**config.mk**
```make
export PLATFORM = sky130hd
export DESIGN_NAME = conv2d_stream
export DESIGN_NICKNAME = d
export VERILOG_FILES = /design/src/rtl/conv2d_stream.sv
export SDC_FILE = /design/constraint.sdc
export NUM_CORES = 2
export LEC_CHECK = 0
export CAP_MARGIN = 10
export CORE_MARGIN = 2
export CORE_UTILIZATION = 51
export CTS_BUF_LIST = sky130_fd_sc_hd__clkbuf_16
export DETAILED_ROUTE_END_ITERATION = 10
export PLACE_DENSITY = 0.69
export SLEW_MARGIN = 20
export SYNTH_ARGS = -nofsm -noshare
export SYNTH_HDL_FRONTEND = slang
export SYNTH_SLANG_ARGS = --single-unit
```
**constraint.sdc**
```tcl
create_clock -name clk -period 10.85 [get_ports clk]
set_input_delay 2.17 -clock clk [delete_from_list [all_inputs] [get_ports clk]]
set_output_delay 2.17 -clock clk [all_outputs]
set_load 0.02 [all_outputs]
```
**src/rtl/conv2d_stream.sv**
```systemverilog
// conv2d_stream: streaming 3x3 signed convolution over a raster-order pixel
// stream. Two line buffers hold the previous rows, a 3x3 window is formed on
// each accepted pixel, and one saturated result is emitted per strided window.
// Optional feature macro: CONV2D_RELU_EN (fused ReLU on the saturated result).
module conv2d_stream #(
  parameter int IMG_W  = 28,
  parameter int IMG_H  = 28,
  parameter int DATA_W = 8,
  parameter int COEF_W = 8,
  parameter int ACC_W  = 20,
  parameter int STRIDE = 1
) (
  input  logic              clk,
  input  logic              rst_n,
  input  logic              start,
  input  logic              coef_we,
  input  logic [3:0]        coef_addr,
  input  logic [COEF_W-1:0] coef_data,
  input  logic              pix_valid,
  output logic              pix_ready,
  input  logic [DATA_W-1:0] pix_data,
  output logic              out_valid,
  input  logic              out_ready,
  output logic [ACC_W-1:0]  out_data,
  output logic              out_last,
  output logic              busy,
  output logic              done
);

  localparam int CW     = $clog2(IMG_W);
  localparam int RW     = $clog2(IMG_H);
  localparam int LAST_C = 2 + ((IMG_W - 3) / STRIDE) * STRIDE;
  localparam int LAST_R = 2 + ((IMG_H - 3) / STRIDE) * STRIDE;
  localparam int PW     = DATA_W + COEF_W + 1;
  localparam int SUM_W  = PW + 4;
  localparam int EXT_W  = ((SUM_W > ACC_W) ? SUM_W : ACC_W) + 1;

  localparam logic signed [EXT_W-1:0] SAT_MAX = {{(EXT_W-ACC_W+1){1'b0}}, {(ACC_W-1){1'b1}}};
  localparam logic signed [EXT_W-1:0] SAT_MIN = {{(EXT_W-ACC_W+1){1'b1}}, {(ACC_W-1){1'b0}}};

  typedef enum logic [1:0] {
    S_IDLE  = 2'd0,
    S_RUN   = 2'd1,
    S_FLUSH = 2'd2
  } state_t;

  state_t                    r_state;
  logic [CW-1:0]             r_col;
  logic [RW-1:0]             r_row;
  logic                      r_last_done;
  logic signed [COEF_W-1:0]  r_coef [9];
  logic [DATA_W-1:0]         r_lb_top [IMG_W];
  logic [DATA_W-1:0]         r_lb_mid [IMG_W];
  logic [DATA_W-1:0]         r_wa [3];
  logic [DATA_W-1:0]         r_wb [3];

  logic                      w_acc;
  logic                      w_col_last;
  logic                      w_row_last;
  logic                      w_win_vld;
  logic                      w_win_last;
  logic                      w_out_hs_last;
  logic [DATA_W-1:0]         w_tap [9];
  logic signed [PW-1:0]      w_pa;
  logic signed [PW-1:0]      w_pb;
  logic signed [PW-1:0]      w_prod;
  logic signed [SUM_W-1:0]   w_sum;

  // Clamp the full-width sum into the signed output range.
  function automatic logic signed [ACC_W-1:0] sat_acc(input logic signed [SUM_W-1:0] v);
    logic signed [EXT_W-1:0] x;
    x = EXT_W'(v);
    if (x > SAT_MAX)      return SAT_MAX[ACC_W-1:0];
    else if (x < SAT_MIN) return SAT_MIN[ACC_W-1:0];
    else                  return x[ACC_W-1:0];
  endfunction

  // Optional rectification of the saturated result.
  function automatic logic signed [ACC_W-1:0] relu(input logic signed [ACC_W-1:0] v);
`ifdef CONV2D_RELU_EN
    return v[ACC_W-1] ? '0 : v;
`else
    return v;
`endif
  endfunction

  assign pix_ready     = (r_state == S_RUN) && (!out_valid || out_ready);
  assign busy          = (r_state != S_IDLE);
  assign w_acc         = pix_valid && pix_ready;
  assign w_out_hs_last = out_valid && out_ready && out_last;
  assign w_col_last    = (r_col == CW'(IMG_W - 1));
  assign w_row_last    = (r_row == RW'(IMG_H - 1));
  assign w_win_vld     = (r_row >= RW'(2)) && (r_col >= CW'(2)) &&
                         (((int'(r_row) - 2) % STRIDE) == 0) &&
                         (((int'(r_col) - 2) % STRIDE) == 0);
  assign w_win_last    = w_win_vld && (r_row == RW'(LAST_R)) && (r_col == CW'(LAST_C));

  // Assemble the window as it stands once the incoming pixel is shifted in.
  always_comb begin
    w_tap[0] = r_wa[0];
    w_tap[1] = r_wb[0];
    w_tap[2] = r_lb_top[r_col];
    w_tap[3] = r_wa[1];
    w_tap[4] = r_wb[1];
    w_tap[5] = r_lb_mid[r_col];
    w_tap[6] = r_wa[2];
    w_tap[7] = r_wb[2];
    w_tap[8] = pix_data;
  end

  // Nine signed products summed at full width (pixels zero-extended).
  always_comb begin
    w_sum  = '0;
    w_pa   = '0;
    w_pb   = '0;
    w_prod = '0;
    for (int k = 0; k < 9; k++) begin
      w_pa   = PW'(signed'({1'b0, w_tap[k]}));
      w_pb   = PW'(r_coef[k]);
      w_prod = w_pa * w_pb;
      w_sum  = w_sum + SUM_W'(w_prod);
    end
  end

  // Frame sequencing: IDLE -> RUN -> FLUSH -> IDLE with a done pulse.
  always_ff @(posedge clk or negedge rst_n) begin
    if (!rst_n) begin
      r_state     <= S_IDLE;
      done        <= 1'b0;
      r_last_done <= 1'b0;
    end else begin
      done <= 1'b0;
      if (w_out_hs_last) r_last_done <= 1'b1;
      case (r_state)
        S_IDLE: begin
          if (start) begin
            r_state     <= S_RUN;
            r_last_done <= 1'b0;
          end
        end
        S_RUN: begin
          if (w_acc && w_col_last && w_row_last) r_state <= S_FLUSH;
        end
        S_FLUSH: begin
          // Trailing pixels may let the final result drain before FLUSH.
          if (w_out_hs_last || r_last_done) begin
            r_state <= S_IDLE;
            done    <= 1'b1;
          end
        end
        default: r_state <= S_IDLE;
      endcase
    end
  end

  // Raster position of the next pixel to be accepted.
  always_ff @(posedge clk or negedge rst_n) begin
    if (!rst_n) begin
      r_col <= '0;
      r_row <= '0;
    end else if (r_state == S_IDLE && start) begin
      r_col <= '0;
      r_row <= '0;
    end else if (w_acc) begin
      if (w_col_last) begin
        r_col <= '0;
        r_row <= w_row_last ? '0 : r_row + RW'(1);
      end else begin
        r_col <= r_col + CW'(1);
      end
    end
  end

  // Kernel register file, writable only while idle; addresses 9..15 are dropped.
  always_ff @(posedge clk or negedge rst_n) begin
    if (!rst_n) begin
      for (int k = 0; k < 9; k++) r_coef[k] <= '0;
    end else if (r_state == S_IDLE && coef_we && coef_addr < 4'd9) begin
      r_coef[coef_addr] <= signed'(coef_data);
    end
  end

  // Line buffers and window columns shift on every accepted pixel (not reset).
  always_ff @(posedge clk) begin
    if (w_acc) begin
      r_lb_top[r_col] <= r_lb_mid[r_col];
      r_lb_mid[r_col] <= pix_data;
      for (int i = 0; i < 3; i++) r_wa[i] <= r_wb[i];
      r_wb[0] <= r_lb_top[r_col];
      r_wb[1] <= r_lb_mid[r_col];
      r_wb[2] <= pix_data;
    end
  end

  // Output register: load on a completed valid window, hold until accepted.
  always_ff @(posedge clk or negedge rst_n) begin
    if (!rst_n) begin
      out_valid <= 1'b0;
      out_data  <= '0;
      out_last  <= 1'b0;
    end else if (w_acc && w_win_vld) begin
      out_valid <= 1'b1;
      out_data  <= relu(sat_acc(w_sum));
      out_last  <= w_win_last;
    end else if (out_ready) begin
      out_valid <= 1'b0;
    end
  end

endmodule

```
==> reports/qor.yml <==
status:
  status: "finished, final reports clean"
power_and_ir_drop:
  p_total_mw: 13.09
  power_density_nw_per_um2: 262.7
  peakVddDrop_v: 0.0004985
  p_leak_nw: 22.52
logic_synthesis:
  synth_top_area_share_pct: 33.15
  synth_area_um2: 44930
  synth.largest_area_cell: "edfxtp_1"
  ys.flop_type: "edfxtp_1"
  yosysSeqAreaShare_pct: 39.17
  syn_nets: 4360
  postSynth.asyncResetShare_pct: 17.88
  ys_ff_latch: 604
  synthCells: 3460
  ys_types: 75
  synth-edff-count: 496
  ys_warn_count: 0
  syn_area_per_cell_um2: 12.99
  synth_area_leaders: "edfxtp_1 (33%), fa_1 (26%), ha_1 (8.4%)"
grt:
  grt_antenna_before_repair: 8
  grt-ovfl-total: 0
  grt_max_degree: 69
  track_usage_pct: 26.83
  grt_pass1_vias: 28360
  grt_pass1_wl_mm: 177.8
cells_and_area:
  final_cells: 4828
  final_nets: 4517
  drive_above_1_share_pct: 12.47
  layout_commonest_cell: "inv_1"
  final_cell_mix: "inv_1 (756), fa_1 (573), edfxtp_1 (496)"
  synthToLayoutAreaGrowth_pct: 10.88
  diodes: 0
  fin_util_pct: 57.25
route:
  first_iter_violations: 2762
  wl_per_cell_um: 24.14
  postRouteAntennaNets: 0
  via_per_inst: 5.581
  vias: 26940
  routed_wirelength_mm: 116.5
  drc: 0
  dr.pass1.iters: 6
timing:
  fin_crit_ps: 10310
  setup_viol: 0
  worst_pin_slew_ps: 1185
  slew_headroom_pct: 20.74
  fin_skew_ps: 45.90
  drv_slew: 0
  final_hold_viol_count: 0
  hold_ws_ps: 477.6
  finalCritPeriodShare_pct: 94.99
  max_freq_ghz: 0.09703
  rsz0062_at_grt: "no"
  final.setup.tns_ps: 0
setup_path:
  max_stage_delay_ps: 660
  crit_slowest_cell: "dfrtp_4"
  path_class: "reg2reg"
  cp.required_ps: 11430
  crit_fanout: 61
  cp_common_cell: "fa_1"
  endpoint_kind: "flip-flop"
  crit_path_start_kind: "flip-flop"
  crit_arrival_ps: 10880
floorplanning:
  fp.dieW_um: 300.8
  dieArea_um2: 90490
  core.rowCount: 108
  die_y_um: 300.8
  core_area_um2: 87020
  ios: 51
  initial_core_util_pct: 51.63
placed_design:
  portBuffers: 50
  place_congestion: 0.9435
  dpl.hpwl_mm: 88.23
  dp_cells: 4695
job:
  max_cap_violations: 0
min_path:
  hp-class: "reg2reg"
clocking:
  cts_made_buffers: 69
  clock_latency_ps: 660
  clk_path_buf_depth: 3
  cts_htree_levels: 3
  tritoncts: "yes"
  cts-root-buf: "clkbuf_16"
  clkSinkCount: 604
  path_clk_slew_ps: 50
cell usage after synthesis, drive strengths merged, types with 5 or more instances:
library cell	number
a21o	7
a21oi	22
a221oi	10
a22o	10
a31oi	6
and2	235
and2b	7
buf	41
clkbuf	41
dfrtp	108
edfxtp	496
fa	573
ha	301
inv	741
mux2	70
mux2i	36
mux4	112
nand2	296
nand2b	20
nand3	19
nand3b	5
nor2	111
nor2b	50
nor3	17
o211ai	6
o21ai	32
o221ai	8
o31ai	7
or2	7
xnor2	14
xor2	7
power by group:
part / internal, mW / leakage (nW) / total (mW) / switching (mW)
Combinational: 2.98 / 15.4 / 7.39 / 4.41
Clock: 1.33 / 1.15 / 2.34 / 1.01
Sequential: 3.07 / 5.99 / 3.35 / 0.287
metal layers:
layer / vias to the layer above / GRT usage, % / part of all wire (%)
li1: 11510 / - / -
met5: - / 0 / 0.029
met1: 14060 / 39.18 / 42
met2: 1141 / 40.76 / 45
met3: 223 / 4.553 / 8.4
met4: 6 / 9.832 / 3.8
timing repair:
action,in CTS,in global routing
setup endpoints to repair,0,16
hold buffers,0,0
gates resized for setup,0,2
buffers inserted,0,6
metrics by stage:
stage | worst slack [ps] | area [um2]
after floorplan | 849.9 | 44930
final | 543.8 | 49820
after global placement | 334.0 | 47460
after global routing | 50.74 | 49820
after CTS | 434.1 | 49740
after detailed placement | 281.5 | 47460
flip-flops by register name (all words and copies together), names as in the netlist:
register     cells
r_lb_top       224
out_data        20
out_last         1
r_col            5
done             1
out_valid        1
r_wa            24
r_wb            24
r_state          2
r_row            5
r_last_done      1
r_coef          72
r_lb_mid       224
cell families after synthesis:
logic type | Yosys count | share of synthesized area, %
AO/OA/AOI/OAI | 135 | 2.529
XOR/XNOR | 22 | 0.4623
adder cells (fa/ha/maj) | 874 | 33.91
buffers and inverters | 825 | 7.101
flip-flops | 604 | 39.17
multiplexers | 218 | 8.171
AND/OR/NAND/NOR | 782 | 8.658
area by class of cell:
class / instances / area [um2]
timing repair buffer: 168 / 1470
clock buffer: 70 / 1752
fill: 7057 / 37210
clock inverter: 57 / 530.5
tap: 1155 / 1445
multi-input combinational: 2031 / 24220
inverter: 743 / 2789
sequential: 604 / 17610
worst max-delay path: cells and delay by family, from the launching register on:
kind,cells,cell delay [ps]
muxes,2,640
AOI/OAI and AO/OA,7,1780
and+or+nand+nor,4,550
DFF,1,660
adders and majority gates,11,5280
buffers and inverters,7,1240
path summary, 6_finish.rpt:
kind	start	to	slack, ps	cells after the start
setup / recovery	r_col[1]$_DFFE_PN0P_	out_data[8]$_DFFE_PN0P_	540	31
hold / removal	out_data[5]$_DFFE_PN0P_	out_data[5]$_DFFE_PN0P_	480	2
setup reg to reg	r_col[1]$_DFFE_PN0P_	out_data[8]$_DFFE_PN0P_	540	31
hold reg to reg	out_data[5]$_DFFE_PN0P_	out_data[5]$_DFFE_PN0P_	480	2
max in group asynchronous	rst_n	r_col[1]$_DFFE_PN0P_	8150	2
min in group asynchronous	rst_n	r_coef[66]$_DFFE_PN0P_	1560	1
No activity file was read; power rests on OpenSTA's default activity.
